--- config.mk ---
export PLATFORM = sky130hd
export DESIGN_NAME = walk_sequencer
export DESIGN_NICKNAME = d
export VERILOG_FILES = /design/src/rtl/walk_sequencer_pkg.sv /design/src/rtl/walk_rr_arbiter.sv /design/src/rtl/walk_sequencer.sv
export SDC_FILE = /design/constraint.sdc
export NUM_CORES = 1
export LEC_CHECK = 0
export CORE_UTILIZATION = 44
export CTS_CLUSTER_SIZE = 28
export DETAILED_ROUTE_END_ITERATION = 16
export PLACE_DENSITY_LB_ADDON = 0.05
export SLEW_MARGIN = 20
export SYNTH_ARGS = -nofsm -noshare
export SYNTH_HDL_FRONTEND = slang
export SYNTH_HIERARCHICAL = 1
export SYNTH_SLANG_ARGS = --single-unit
--- constraint.sdc ---
create_clock -name clk -period 3.59 [get_ports clk]
set_clock_uncertainty 0.1 [all_clocks]
set_input_delay 0.8975 -clock clk [delete_from_list [all_inputs] [get_ports clk]]
set_output_delay 0.8975 -clock clk [all_outputs]
set_load 0.01 [all_outputs]
--- src/rtl/walk_sequencer_pkg.sv ---
// Shared types and constants for the detector walk sequencer.
// Holds the walk state encoding and the detector drive/result values.
package walk_sequencer_pkg;

    typedef enum logic [2:0] {
        W_IDLE,
        W_CLEAR,
        W_ARM,
        W_LOAD,
        W_PAIR,
        W_FIRE,
        W_DONE
    } walk_state_t;

    localparam logic [3:0] WALK_D_LOAD    = 4'b0010;
    localparam logic [3:0] WALK_D_FIRE    = 4'b1000;
    localparam logic [7:0] WALK_Q_PAIR_C1 = 8'hFF;
    localparam logic [7:0] WALK_Q_PAIR_C0 = 8'h54;

endpackage

--- src/rtl/walk_rr_arbiter.sv ---
// Request arbiter for the walk sequencer; one-hot grant from a request vector.
// Ports: i_clk, i_rst (sync, active high), i_req, i_update (advance pointer),
// o_gnt (one-hot or zero). WALK_SEQ_RR_EN selects round-robin, else fixed
// lowest-index priority with no pointer state.
module walk_rr_arbiter #(
    parameter int NREQ = 2
) (
    input  logic            i_clk,
    input  logic            i_rst,
    input  logic [NREQ-1:0] i_req,
    input  logic            i_update,
    output logic [NREQ-1:0] o_gnt
);

    localparam logic [NREQ-1:0] ONE = NREQ'(1);

`ifdef WALK_SEQ_RR_EN
    localparam int PW = (NREQ > 1) ? $clog2(NREQ) : 1;

    logic [PW-1:0]   r_ptr;
    logic [PW-1:0]   w_ptr_next;
    logic [NREQ-1:0] w_rot;
    logic [NREQ-1:0] w_rot_gnt;

    // Rotate so the pointer slot is bit 0, pick lowest set bit, rotate back.
    always_comb begin
        w_rot     = NREQ'({i_req, i_req} >> r_ptr);
        w_rot_gnt = w_rot & (~w_rot + ONE);
        o_gnt     = NREQ'(({w_rot_gnt, w_rot_gnt} << r_ptr) >> NREQ);
    end

    always_comb begin
        w_ptr_next = r_ptr;
        for (int j = 0; j < NREQ; j++) begin
            if (o_gnt[j]) begin
                w_ptr_next = PW'((j + 1) % NREQ);
            end
        end
    end

    always_ff @(posedge i_clk) begin
        if (i_rst) begin
            r_ptr <= '0;
        end else if (i_update) begin
            r_ptr <= w_ptr_next;
        end
    end
`else
    logic w_unused;
    assign w_unused = i_clk ^ i_rst ^ i_update;

    // Isolate the lowest set request bit.
    assign o_gnt = i_req & (~i_req + ONE);
`endif

endmodule

--- src/rtl/walk_sequencer.sv ---
// Shares one pattern detector among NREQ requesters, walking it S0..S4 per grant.
// Ports: clk, rst (sync, active high), req/cflag in, gnt/done/result/busy out,
// detector drives dA/dB/dC/dD/dRstN out, detector output dQ in.
// Arbitration is round-robin when WALK_SEQ_RR_EN is defined, else fixed priority.
module walk_sequencer
    import walk_sequencer_pkg::*;
#(
    parameter int NREQ = 2,
    parameter int HOLD = 1
) (
    input  logic            clk,
    input  logic            rst,
    input  logic [NREQ-1:0] req,
    input  logic [NREQ-1:0] cflag,
    output logic [NREQ-1:0] gnt,
    output logic [NREQ-1:0] done,
    output logic [7:0]      result,
    output logic            busy,
    output logic            dA,
    output logic            dB,
    output logic            dC,
    output logic [3:0]      dD,
    output logic            dRstN,
    input  logic [7:0]      dQ
);

    localparam int CW = $clog2(HOLD + 1);
    localparam logic [CW-1:0] HOLD_C = CW'(HOLD);
    localparam logic [CW-1:0] ONE_C  = CW'(1);

    walk_state_t     r_state;
    walk_state_t     w_next;
    walk_state_t     w_after;
    logic [CW-1:0]   r_cnt;
    logic [CW-1:0]   w_cnt_next;
    logic [NREQ-1:0] r_gnt;
    logic [NREQ-1:0] w_arb_gnt;
    logic            r_cf;
    logic [7:0]      r_result;
    logic            w_take;
    logic            w_cap;
    logic            w_phase;
    logic            w_last;

    walk_rr_arbiter #(
        .NREQ(NREQ)
    ) u_arb (
        .i_clk    (clk),
        .i_rst    (rst),
        .i_req    (req),
        .i_update (w_take),
        .o_gnt    (w_arb_gnt)
    );

    assign w_last = (r_cnt == ONE_C);
    assign result = r_result;

    always_ff @(posedge clk) begin
        if (rst) begin
            r_state  <= W_IDLE;
            r_cnt    <= '0;
            r_gnt    <= '0;
            r_cf     <= 1'b0;
            r_result <= '0;
        end else begin
            r_state <= w_next;
            r_cnt   <= w_cnt_next;
            if (w_take) begin
                r_gnt <= w_arb_gnt;
                r_cf  <= |(cflag & w_arb_gnt);
            end
            if (w_cap) begin
                r_result <= dQ;
            end
        end
    end

    always_comb begin
        w_next     = r_state;
        w_after    = W_IDLE;
        w_cnt_next = r_cnt;
        w_take     = 1'b0;
        w_cap      = 1'b0;
        w_phase    = 1'b0;
        gnt        = r_gnt;
        done       = '0;
        busy       = 1'b1;
        dA         = 1'b0;
        dB         = 1'b0;
        dC         = 1'b0;
        dD         = '0;
        dRstN      = 1'b1;
        unique case (r_state)
            W_IDLE: begin
                gnt  = '0;
                busy = 1'b0;
                if (|req) begin
                    w_take = 1'b1;
                    w_next = W_CLEAR;
                end
            end
            W_CLEAR: begin
                dRstN      = 1'b0;
                w_next     = W_ARM;
                w_cnt_next = HOLD_C;
            end
            W_ARM: begin
                dA      = 1'b1;
                dC      = r_cf;
                w_phase = 1'b1;
                w_after = W_LOAD;
            end
            W_LOAD: begin
                dD      = WALK_D_LOAD;
                dC      = r_cf;
                w_phase = 1'b1;
                w_after = W_PAIR;
            end
            W_PAIR: begin
                dA      = 1'b1;
                dB      = 1'b1;
                dC      = r_cf;
                w_phase = 1'b1;
                w_after = W_FIRE;
                // Detector sits in S2 with A&B only during the first cycle.
                w_cap   = (r_cnt == HOLD_C);
            end
            W_FIRE: begin
                dD      = WALK_D_FIRE;
                dC      = r_cf;
                w_phase = 1'b1;
                w_after = W_DONE;
            end
            W_DONE: begin
                done   = r_gnt;
                w_next = W_IDLE;
            end
            default: begin
                gnt    = '0;
                busy   = 1'b0;
                w_next = W_IDLE;
            end
        endcase
        if (w_phase) begin
            if (w_last) begin
                w_next     = w_after;
                w_cnt_next = HOLD_C;
            end else begin
                w_cnt_next = r_cnt - ONE_C;
            end
        end
    end

endmodule

==> impl_metrics.tcl <==
set metrics [dict create \
    drt-total-wl_um 1600 \
    cts_made_buffers 3 \
    critPathMaxStageDelay_ps 620 \
    grt_first_pass_wirelength_um 2660 \
    routabilityCongestion 0.693 \
    netlist_area_sq_um 813 \
    area_growth_pct 42.5 \
    netlist_instances 92 \
    tightestPinTransition_ps 561 \
    whs_ps 400 \
    ant_nets 0 \
    vias 737 \
    ys_warn_count 6 \
    die_area_sq_um 2020 \
    ys_seq_area_share_pct 36.9 \
    die_y_um 45.0 \
    ios 35 \
    cp_max_fo 15 \
    synth.area.top_cells "dfxtp_1 (37%), mux2i_1 (9.8%), nor2_1 (6.9%), ha_1 (6.2%), a211oi_1 (2.8%)" \
    slew_viol_final 0 \
    nets 141 \
    num_rows 15 \
    cts_buffer_depth 2 \
    hold_path_depth 2 \
    fmax_ghz 0.327 \
    firstDrtPassIters 3 \
    reg2regPathDepth 4 \
    final.fill_count 161 \
    critPathLaunchType "flip-flop" \
    n_antenna_cell 0 \
    relSlewSlack_pct 62.5 \
    final_cells 147 \
    leakagePower_nw 0.433 \
    worstPathRequired_ps 2590 \
    synth_top_area_share_pct 36.9 \
    htreeDepth 1 \
    fin_crit_ps 3060 \
    hold_viol_final 0 \
    seq_area_sq_um 300 \
    hpwl_um 1180 \
    reg2reg_from "r_state[1]" \
    clock-sinks 15 \
    multi_input_area_sq_um 458 \
    reg2reg_to "r_state[0]" \
    post-route-drc-count 0 \
    r2r_setup_slack_ps 1550 \
    grt_max_degree 16 \
    path_clk_slew_ps 80 \
    worstSkewPairLatency_ps 280 \
    initial_core_util_pct 47.1 \
    cts_hold_buf 0 \
    first_global_vias 632 \
    worstPathArrival_ps 2060 \
    grt_overflow_total 0 \
    drive_above_1_share_pct 9.84 \
    status "finished clean" \
    avgSynthCellArea_sq_um 8.84 \
    hold_path_startpoint "result[1]" \
    fin_tns_setup_ps 0 \
    drtIter0Drc 6 \
    critPathSlowestCell "dfxtp_1" \
    cts_tree "built" \
    synth_flop_cell "dfxtp_1" \
    post_cts_buffers 0 \
    rsz0062_at_grt "no" \
    dp_cells 143 \
    grt_usage_pct 17.9 \
    endpoint_kind "output port" \
    p_total_mw 0.593 \
    power_density_nw_per_um2 511 \
    core_area_sq_um 1730 \
    setup_violations 0 \
    drv_cap 0 \
    synth_seq_cells 15 \
    cts-root-buf "clkbuf_4" \
    min_to "result[1]" \
    crit_chain "inv_1 > ha_1 > nor2b_1 > clkdlybuf4s50_1" \
    synth-edff-count 0 \
    avgRoutedWirePerCell_um 10.9 \
    ys_top_cells_by_count "dfxtp_1 (15), nor2_1 (15), mux2i_1 (8)" \
    post_cts_resized 0 \
    antenna_found_initial 0 \
    synth_cell_type_count 33 \
    io_buffers 32 \
    die_x_um 45.0 \
    yosysTopAreaCell "dfxtp_1" \
    path_class "flip-flop to output port" \
    vias_per_cell 5.01 \
    fin_crit_sh_pct 85.2 \
    ir_drop_mv 0.328 \
    hp-class "flip-flop to flip-flop" \
    synthArstFlopShare_pct 0 \
]
==> critical path, delay by kind of cell (launching register included) <==
family / cells / cell delay (ps)
and+or+nand+nor: 1 / 120
adders and majority gates: 1 / 370
DFF: 1 / 620
buffers and inverters: 2 / 670
==> registers in the layout, indices dropped and copies added (netlist names) <==
register  cells
result        8
r_state       3
r_gnt         2
r_cf          1
r_cnt         1
==> worst max-delay path by stage <==
stage / startpoint / end / slack, ps / cells after the start
4_1_cts: r_state[1] / dC / 500 / 4
3_3_place_gp: r_state[1] / dC / 870 / 4
6_report: r_state[1] / dC / 530 / 4
2_1_floorplan: r_state[1] / dC / 1320 / 4
5_1_grt: r_state[1] / dC / 390 / 4
3_5_place_dp: r_state[1] / dC / 830 / 4
==> cells by family (layout without fill, tap and decap cells) <==
kind of cell               count (synthesis)  in the layout  synth area share [%]
AOI/OAI and AO/OA                         12             12                  9.23
xor gates and xnor gates                   1              1                  1.08
and+or+nand+nor                           39             39                  28.3
muxes                                      8              8                  9.85
DFF                                       15             15                  36.9
other                                      1              2                 0.461
adders and majority gates                  4              4                  6.15
buffers and inverters                     12             41                  8.00
==> placed cells by master, fill, tap and decap left out, types with 2 or more instances in the layout <==
master and instances:
nor2b_1 2, clkbuf_4 3, mux2i_1 8, nor3_1 4, conb_1 2, o21ai_0 2, inv_1 4, and3_1 2
a31oi_1 2, clkdlybuf4s50_1 32, nor2_1 15, and2_1 2, ha_1 4, and3b_2 2, a21oi_1 3, dfxtp_1 15
a211oi_1 3, nand3_1 2
==> per-stage QoR <==
step,setup slack (ps),cell area [sq um],utilization [%]
floorplan,1320,817,-
global placement,868,1130,65.6
detailed placement,830,1130,65.6
CTS,504,1160,67.1
global route,387,1160,67.1
finish,533,1160,67.1
==> final cells by class <==
type / count / area share (%)
clock buffers: 4 / 2.27
inverters: 4 / 1.30
repair buffers: 33 / 28.3
flip-flops and latches: 15 / 25.9
multi-input cells: 66 / 39.5
well taps: 25 / 2.70
==> layer usage <==
layer  track usage (%)  part of all wire (%)
met1              22.0                    47
met2              29.3                    47
met3              7.60                   5.7
met4              3.64                  0.50
met5                 0                     0
==> power by group <==
group | total (mW) | internal (mW) | switching, mW
registers | 0.245 | 0.195 | 0.0503
logic | 0.252 | 0.144 | 0.108
clock network | 0.0953 | 0.0432 | 0.0522
total | 0.593 | 0.382 | 0.210
(Power assumes the default switching activity.)
